`config.mk`:
```
export PLATFORM = sky130hd
export DESIGN_NAME = branch_target_buffer
export DESIGN_NICKNAME = d
export VERILOG_FILES = /design/src/rtl/branch_target_buffer.sv
export SDC_FILE = /design/constraint.sdc
export NUM_CORES = 1
export LEC_CHECK = 0
export CORE_MARGIN = 1
export CORE_UTILIZATION = 33
export CTS_CLUSTER_SIZE = 20
export DETAILED_ROUTE_END_ITERATION = 12
export PLACE_DENSITY_LB_ADDON = 0.15
export SETUP_SLACK_MARGIN = 0.5
export SLEW_MARGIN = 15
export SYNTH_ARGS = -nofsm -noshare
export SYNTH_HDL_FRONTEND = slang
export SYNTH_SLANG_ARGS = --single-unit
```
`constraint.sdc`:
```
create_clock -name clock -period 14.7 [get_ports clock]
set_clock_uncertainty 0.05 [all_clocks]
set_input_delay 2.94 -clock clock [delete_from_list [all_inputs] [get_ports clock]]
set_output_delay 2.94 -clock clock [all_outputs]
set_load 0.01 [all_outputs]
```
`src/rtl/branch_target_buffer.sv`:
```
`timescale 1ns/1ps
`default_nettype none
// ============================================================================
// Module   : branch_target_buffer
// Purpose  : Direct-mapped branch target buffer for the fetch stage.
//            Combinational zero-latency lookup of FPCidx that produces the
//            predicted next PC. Trained from X-stage branch resolution using
//            allocate-on-taken, with a same-cycle bypass.
//            PCs are word addresses, so the sequential next PC is PC+1.
// Ports    : clock, reset (async, active-low)
//            FPCidx, shouldTakeBranch            - fetch lookup
//            Xbranch, XPCidx, Xtarget,
//            XactualTaken                        - X-stage training
//            flush                               - synchronous invalidate-all
//            btbHit, predictedTarget, nextPC     - lookup results
//            lookupCount, hitCount, evictCount   - only with BTB_STATS_EN
// Options  : `define BTB_STATS_EN to add saturating statistics counters.
// Revision : 1.0 - initial release
// ============================================================================
module branch_target_buffer #(
  parameter int IDX_BITS = 4,
  parameter int TAG_BITS = 32 - IDX_BITS
) (
  input  logic        clock,
  input  logic        reset,
  input  logic [31:0] FPCidx,
  input  logic        shouldTakeBranch,
  input  logic        Xbranch,
  input  logic [31:0] XPCidx,
  input  logic [31:0] Xtarget,
  input  logic        XactualTaken,
  input  logic        flush,
  output logic        btbHit,
  output logic [31:0] predictedTarget,
  output logic [31:0] nextPC
`ifdef BTB_STATS_EN
  ,
  output logic [31:0] lookupCount,
  output logic [31:0] hitCount,
  output logic [15:0] evictCount
`endif
);

  localparam int ENTRIES = 1 << IDX_BITS;

  logic [ENTRIES-1:0]  valid_q;
  logic [TAG_BITS-1:0] tag_mem    [ENTRIES];
  logic [31:0]         target_mem [ENTRIES];

  logic [IDX_BITS-1:0] f_idx;
  logic [IDX_BITS-1:0] x_idx;
  logic [TAG_BITS-1:0] f_tag;
  logic [TAG_BITS-1:0] x_tag;
  logic                write_en;
  logic                array_hit;
  logic                bypass_hit;

  assign f_idx = FPCidx[IDX_BITS-1:0];
  assign f_tag = FPCidx[31:IDX_BITS];
  assign x_idx = XPCidx[IDX_BITS-1:0];
  assign x_tag = XPCidx[31:IDX_BITS];

  // Only taken branches allocate; a flush cancels the write in the same cycle.
  assign write_en = Xbranch & XactualTaken & ~flush;

  assign array_hit = valid_q[f_idx] & (tag_mem[f_idx] == f_tag);

  // Forward the in-flight write when it targets exactly the fetched PC.
  // An index-only alias is not forwarded: the old occupant is still visible.
  // Gating with reset keeps the outputs quiet while reset is held.
  assign bypass_hit = write_en & reset & (XPCidx == FPCidx);

  assign btbHit = array_hit | bypass_hit;

  always_comb begin
    predictedTarget = 32'd0;
    if (bypass_hit) begin
      predictedTarget = Xtarget;
    end else if (array_hit) begin
      predictedTarget = target_mem[f_idx];
    end
  end

  assign nextPC = (btbHit & shouldTakeBranch) ? predictedTarget : (FPCidx + 32'd1);

  // Valid bits: the only state that needs a reset.
  always_ff @(posedge clock or negedge reset) begin
    if (!reset) begin
      valid_q <= '0;
    end else if (flush) begin
      valid_q <= '0;
    end else if (write_en) begin
      valid_q[x_idx] <= 1'b1;
    end
  end

  // Tag/target payload. Not reset; suppressed while reset is held so an
  // update racing an asserted reset leaves no trace.
  always_ff @(posedge clock) begin
    if (write_en && reset) begin
      tag_mem[x_idx]    <= x_tag;
      target_mem[x_idx] <= Xtarget;
    end
  end

`ifdef BTB_STATS_EN
  logic evict_event;

  // A taken write that displaces a live entry belonging to another branch.
  assign evict_event = write_en & valid_q[x_idx] & (tag_mem[x_idx] != x_tag);

  always_ff @(posedge clock or negedge reset) begin
    if (!reset) begin
      lookupCount <= 32'd0;
      hitCount    <= 32'd0;
      evictCount  <= 16'd0;
    end else begin
      if (lookupCount != 32'hFFFF_FFFF) begin
        lookupCount <= lookupCount + 32'd1;
      end
      if (btbHit && (hitCount != 32'hFFFF_FFFF)) begin
        hitCount <= hitCount + 32'd1;
      end
      if (evict_event && (evictCount != 16'hFFFF)) begin
        evictCount <= evictCount + 16'd1;
      end
    end
  end
`endif

endmodule
`default_nettype wire

```
==> impl_summary.log <==
[metrics] Max IR drop VDD: approximately 0.0001 V
[metrics] sink count of the clock tree: between 900 and 1k
[metrics] Yosys warning total: 0
[metrics] Tot GR Track Use: between 10% and 20%
[metrics] Syn-to-layout area delta: 16.8%
[metrics] final count of negative-setup-slack endpoints: 0
[metrics] Final Hold Violating Endpoints: 0
[metrics] quantity of gates resized following cts: 0
[metrics] biggest area consumer among synthesized cells: sky130_fd_sc_hd__edfxtp_1
[metrics] Setup Total Neg Slack: 0 ns
[metrics] Seq cells post-synth: 976
[metrics] buffers added on ports: 166
[metrics] ratio of cells with drive above 1 in the final layout: 20.9%
[metrics] gr ovfl total: 0
[metrics] # rows: around 130
[metrics] fraction of registers with async set/reset: ~1.6%
[metrics] crit path launch: FPCidx[1]
[metrics] CTS tree: done
[metrics] vias in the first global route: between 20k and 25k
[metrics] Post-DP HPWL: roughly 75000 um
[metrics] delay of the slowest cell on the worst path: 0.91 ns
[metrics] post-synthesis instance area: 40800 sq um
[metrics] pins over their slew limit: 0
[metrics] post-route antenna net violation count: 0
[metrics] drt wl/cell: 30.6 um
[metrics] Post-Synth Adder-Cell Area: 0.0306%
[metrics] Max stage delay cell, worst path: sky130_fd_sc_hd__and4_4
[metrics] Critical R2R Capture: valid_q[8]
[metrics] Crit path max-delay family: simple AND/OR/NAND/NOR gates
[metrics] share of the yosys chip area belonging to registers: a little under three quarters
[metrics] via density per instance: between 5 and 6
[metrics] Worst Path Required: roughly 12 ns
[metrics] endpoint of the most critical setup path: nextPC[10]
[metrics] unrepaired setup endpoints after global routing: false
[metrics] fraction of synthesized cell area taken by the top area cell type: between 70% and 80%
[metrics] wire length after detailed routing: 124000 um
[metrics] cell types occupying the most area after synthesis: sky130_fd_sc_hd__edfxtp_1, sky130_fd_sc_hd__mux4_2, sky130_fd_sc_hd__mux2i_1, sky130_fd_sc_hd__xnor2_1, sky130_fd_sc_hd__nand2_1
[metrics] routability congestion estimate from global placement: 0.887
[metrics] combinational family with the most area after synthesis: multiplexers
[metrics] final critical-path share of the clock period: between 70 and 80%
[metrics] Nets: about 2.5k
[metrics] CP Launch Type: primary input
[metrics] buffers inserted during post-CTS setup optimization: 0
[metrics] clock edge transition at the registers on the reported setup and hold paths: approximately 0.06 ns
[metrics] number of cells on the worst reg-to-reg path: 2
[metrics] critical path, cell by cell: buf_8, buf_12, and2_0, a22oi_1, nand3_1, nand4_1, or4_1, a211oi_1, and4_4, mux2i_1, a311oi_1, clkdlybuf4s50_1
[metrics] pin count of the biggest net entering global routing: 133
[metrics] Crit path buffers/inverters: 3
[metrics] global-route wire length before repair: about 170000 um
[metrics] count of mapped cells out of synthesis: between 2k and 2.5k
[metrics] number of gates on the worst path with buffers counted: 12
[metrics] DRC violation count after routing: 0
[metrics] max-cap viol count: 0
[metrics] Crit Path Class: in2out
[metrics] Net Count, Synth: roughly 2.3k
[metrics] complex-gate fraction of the synthesized area: 3.16%
[metrics] Reg2Reg Setup Slack: around 14 ns
[metrics] Lkg Pwr: roughly 15 nW
[metrics] Total Die Area: around 130000 sq um
[metrics] Core Region: approximately 120000 sq um
[metrics] Critical Path Sink Type: output pin
[metrics] H-tree depth reported by CTS: 3
[metrics] total cell area at the placement stage: about 44000 sq um
[metrics] Worst Hold Class: reg2reg
[metrics] xor/xnor cell area share of the yosys netlist: around 1.6%
[metrics] 1st-iter DRT viols: ~2.4k
[metrics] most common cell in the netlist: sky130_fd_sc_hd__edfxtp_1
[metrics] r2r startpoint: valid_q[8]
[metrics] status: complete, no violations
[metrics] simple-gate share of the synthesized area: 4.48%
[metrics] highest net fanout along the worst path: 132
[metrics] hold_buf cts: 0
[metrics] synth cell count leaders: sky130_fd_sc_hd__edfxtp_1, sky130_fd_sc_hd__mux4_2, sky130_fd_sc_hd__nand2_1
[metrics] finished layout cell area: between 40000 and 50000 sq um
[metrics] initial antenna violation count: 5
[metrics] clock period minus worst slack: around 11 ns
[metrics] clock tree root driver cell: sky130_fd_sc_hd__clkbuf_16
[metrics] distinct cell type count of the synthesized netlist: 63
[metrics] total via count in the routed design: approximately 22k
[metrics] x dimension of the die: about 350 um
[metrics] highest clock rate: just under 90 MHz
[metrics] total CTS buffers: about 100
[metrics] arrival time at the worst endpoint: between 8 and 9 ns
[metrics] Mean Syn Cell Area: approximately 19 sq um
[metrics] first-pass detailed-route iteration total: 6
[metrics] y dimension of the die: about 350 um
[metrics] ys flop type: sky130_fd_sc_hd__edfxtp_1
[metrics] ports placed on the boundary: about 170
[metrics] slew of the pin with the lowest slew margin: between 1 and 1.5 ns
[metrics] max-slew headroom at the worst pin: a little over a quarter
[metrics] clock latency reported for the late side of the worst-skew pair: 0.67 ns
[metrics] pwr dens: roughly 130 nW/um^2
[metrics] number of enable flip-flop cells after synthesis: 960
[metrics] number of buffers on the longest clock path: 3
[metrics] multiplexer area fraction after synthesis: around 17%
[metrics] starting density of the core: 33.4%
## worst min-delay path, stage by stage (launching register included)
cell and delay, ns:
sky130_fd_sc_hd__dfrtp_1 0.38, sky130_fd_sc_hd__inv_1 0.05, sky130_fd_sc_hd__o22ai_1 0.07
## power breakdown
part / internal [mW] / switching (mW) / leakage (nW) / total [mW]
clock: 1.56 / 1.09 / 1.68 / 2.65
combinational: 0.153 / 0.241 / 4.51 / 0.394
sequential: 3.07 / 0.00248 / 8.85 / 3.07
## flip-flops by register name, indices dropped and copies added (netlist names)
name,flops
tag_mem,448
target_mem,512
valid_q,16
## cells in the final DEF, fill, tap and decap left out, types with 25 or more instances in the layout
master and n:
sky130_fd_sc_hd__edfxtp_1 960, sky130_fd_sc_hd__mux4_2 233, sky130_fd_sc_hd__clkdlybuf4s50_1 162, sky130_fd_sc_hd__nand2_1 127
sky130_fd_sc_hd__mux2i_1 111, sky130_fd_sc_hd__clkbuf_16 104, sky130_fd_sc_hd__xnor2_1 58, sky130_fd_sc_hd__nand3_1 52
sky130_fd_sc_hd__buf_4 51, sky130_fd_sc_hd__inv_1 42, sky130_fd_sc_hd__mux2_2 39, sky130_fd_sc_hd__o22ai_1 35
sky130_fd_sc_hd__or3_1 34, sky130_fd_sc_hd__nor2_1 33, sky130_fd_sc_hd__nor3_1 31, sky130_fd_sc_hd__a211oi_1 25
## per-layer routing
layer,track usage [%],vias up,share of wire (%)
met2,31.1,814,47
met1,28.1,11800,44
met3,4.21,152,7.2
met5,0,-,0.031
li1,-,9234,-
met4,3.85,6,1.7
## worst min path at each step
stage,from,endpoint,slack (ns),cells past startpoint
floorplan,valid_q[14],valid_q[14],0.45,2
global placement,valid_q[15],valid_q[15],0.47,2
detailed placement,valid_q[15],valid_q[15],0.48,2
CTS,valid_q[15],valid_q[15],0.49,2
global route,valid_q[15],valid_q[15],0.51,2
finish,valid_q[14],valid_q[14],0.49,2
## area by class of cell
| type | count | area, sq um |
|---|---|---|
| Multi-Input combinational cell | 1012 | 10700 |
| Sequential cell | 976 | 29200 |
| Fill cell | 11100 | 74500 |
| Clock buffer | 128 | 2720 |
| Timing Repair Buffer | 218 | 2070 |
| Clock inverter | 63 | 709 |
| Antenna cell | 2 | 5.00 |
| Inverter | 45 | 170 |
| Tap cell | 1625 | 2030 |
## logic make-up (layout without fill, tap and decap cells)
family          count (synthesis)  in the layout
flops                         976            976
mux                           384            384
simple gates                  375            375
buf+inv                       190            454
compound gates                177            177
xor+xnor                       75             75
fa+ha+maj                       1              1
other cells                     0              2
## per-stage QoR
stage               util, %  hold WS, ns  std cells  total power, mW  setup slack [ns]
CTS                    39.0        0.487       4067             6.17              3.20
global placement       36.2        0.467       3876             3.52              3.35
detailed placement     36.2        0.478       3876             3.53              3.19
floorplan                 -        0.451       2178             3.34              5.86
global route           39.0        0.507       4067             6.29              2.89
finish                 39.0        0.491       4069             6.11              3.20
(Power assumes the default switching activity.)
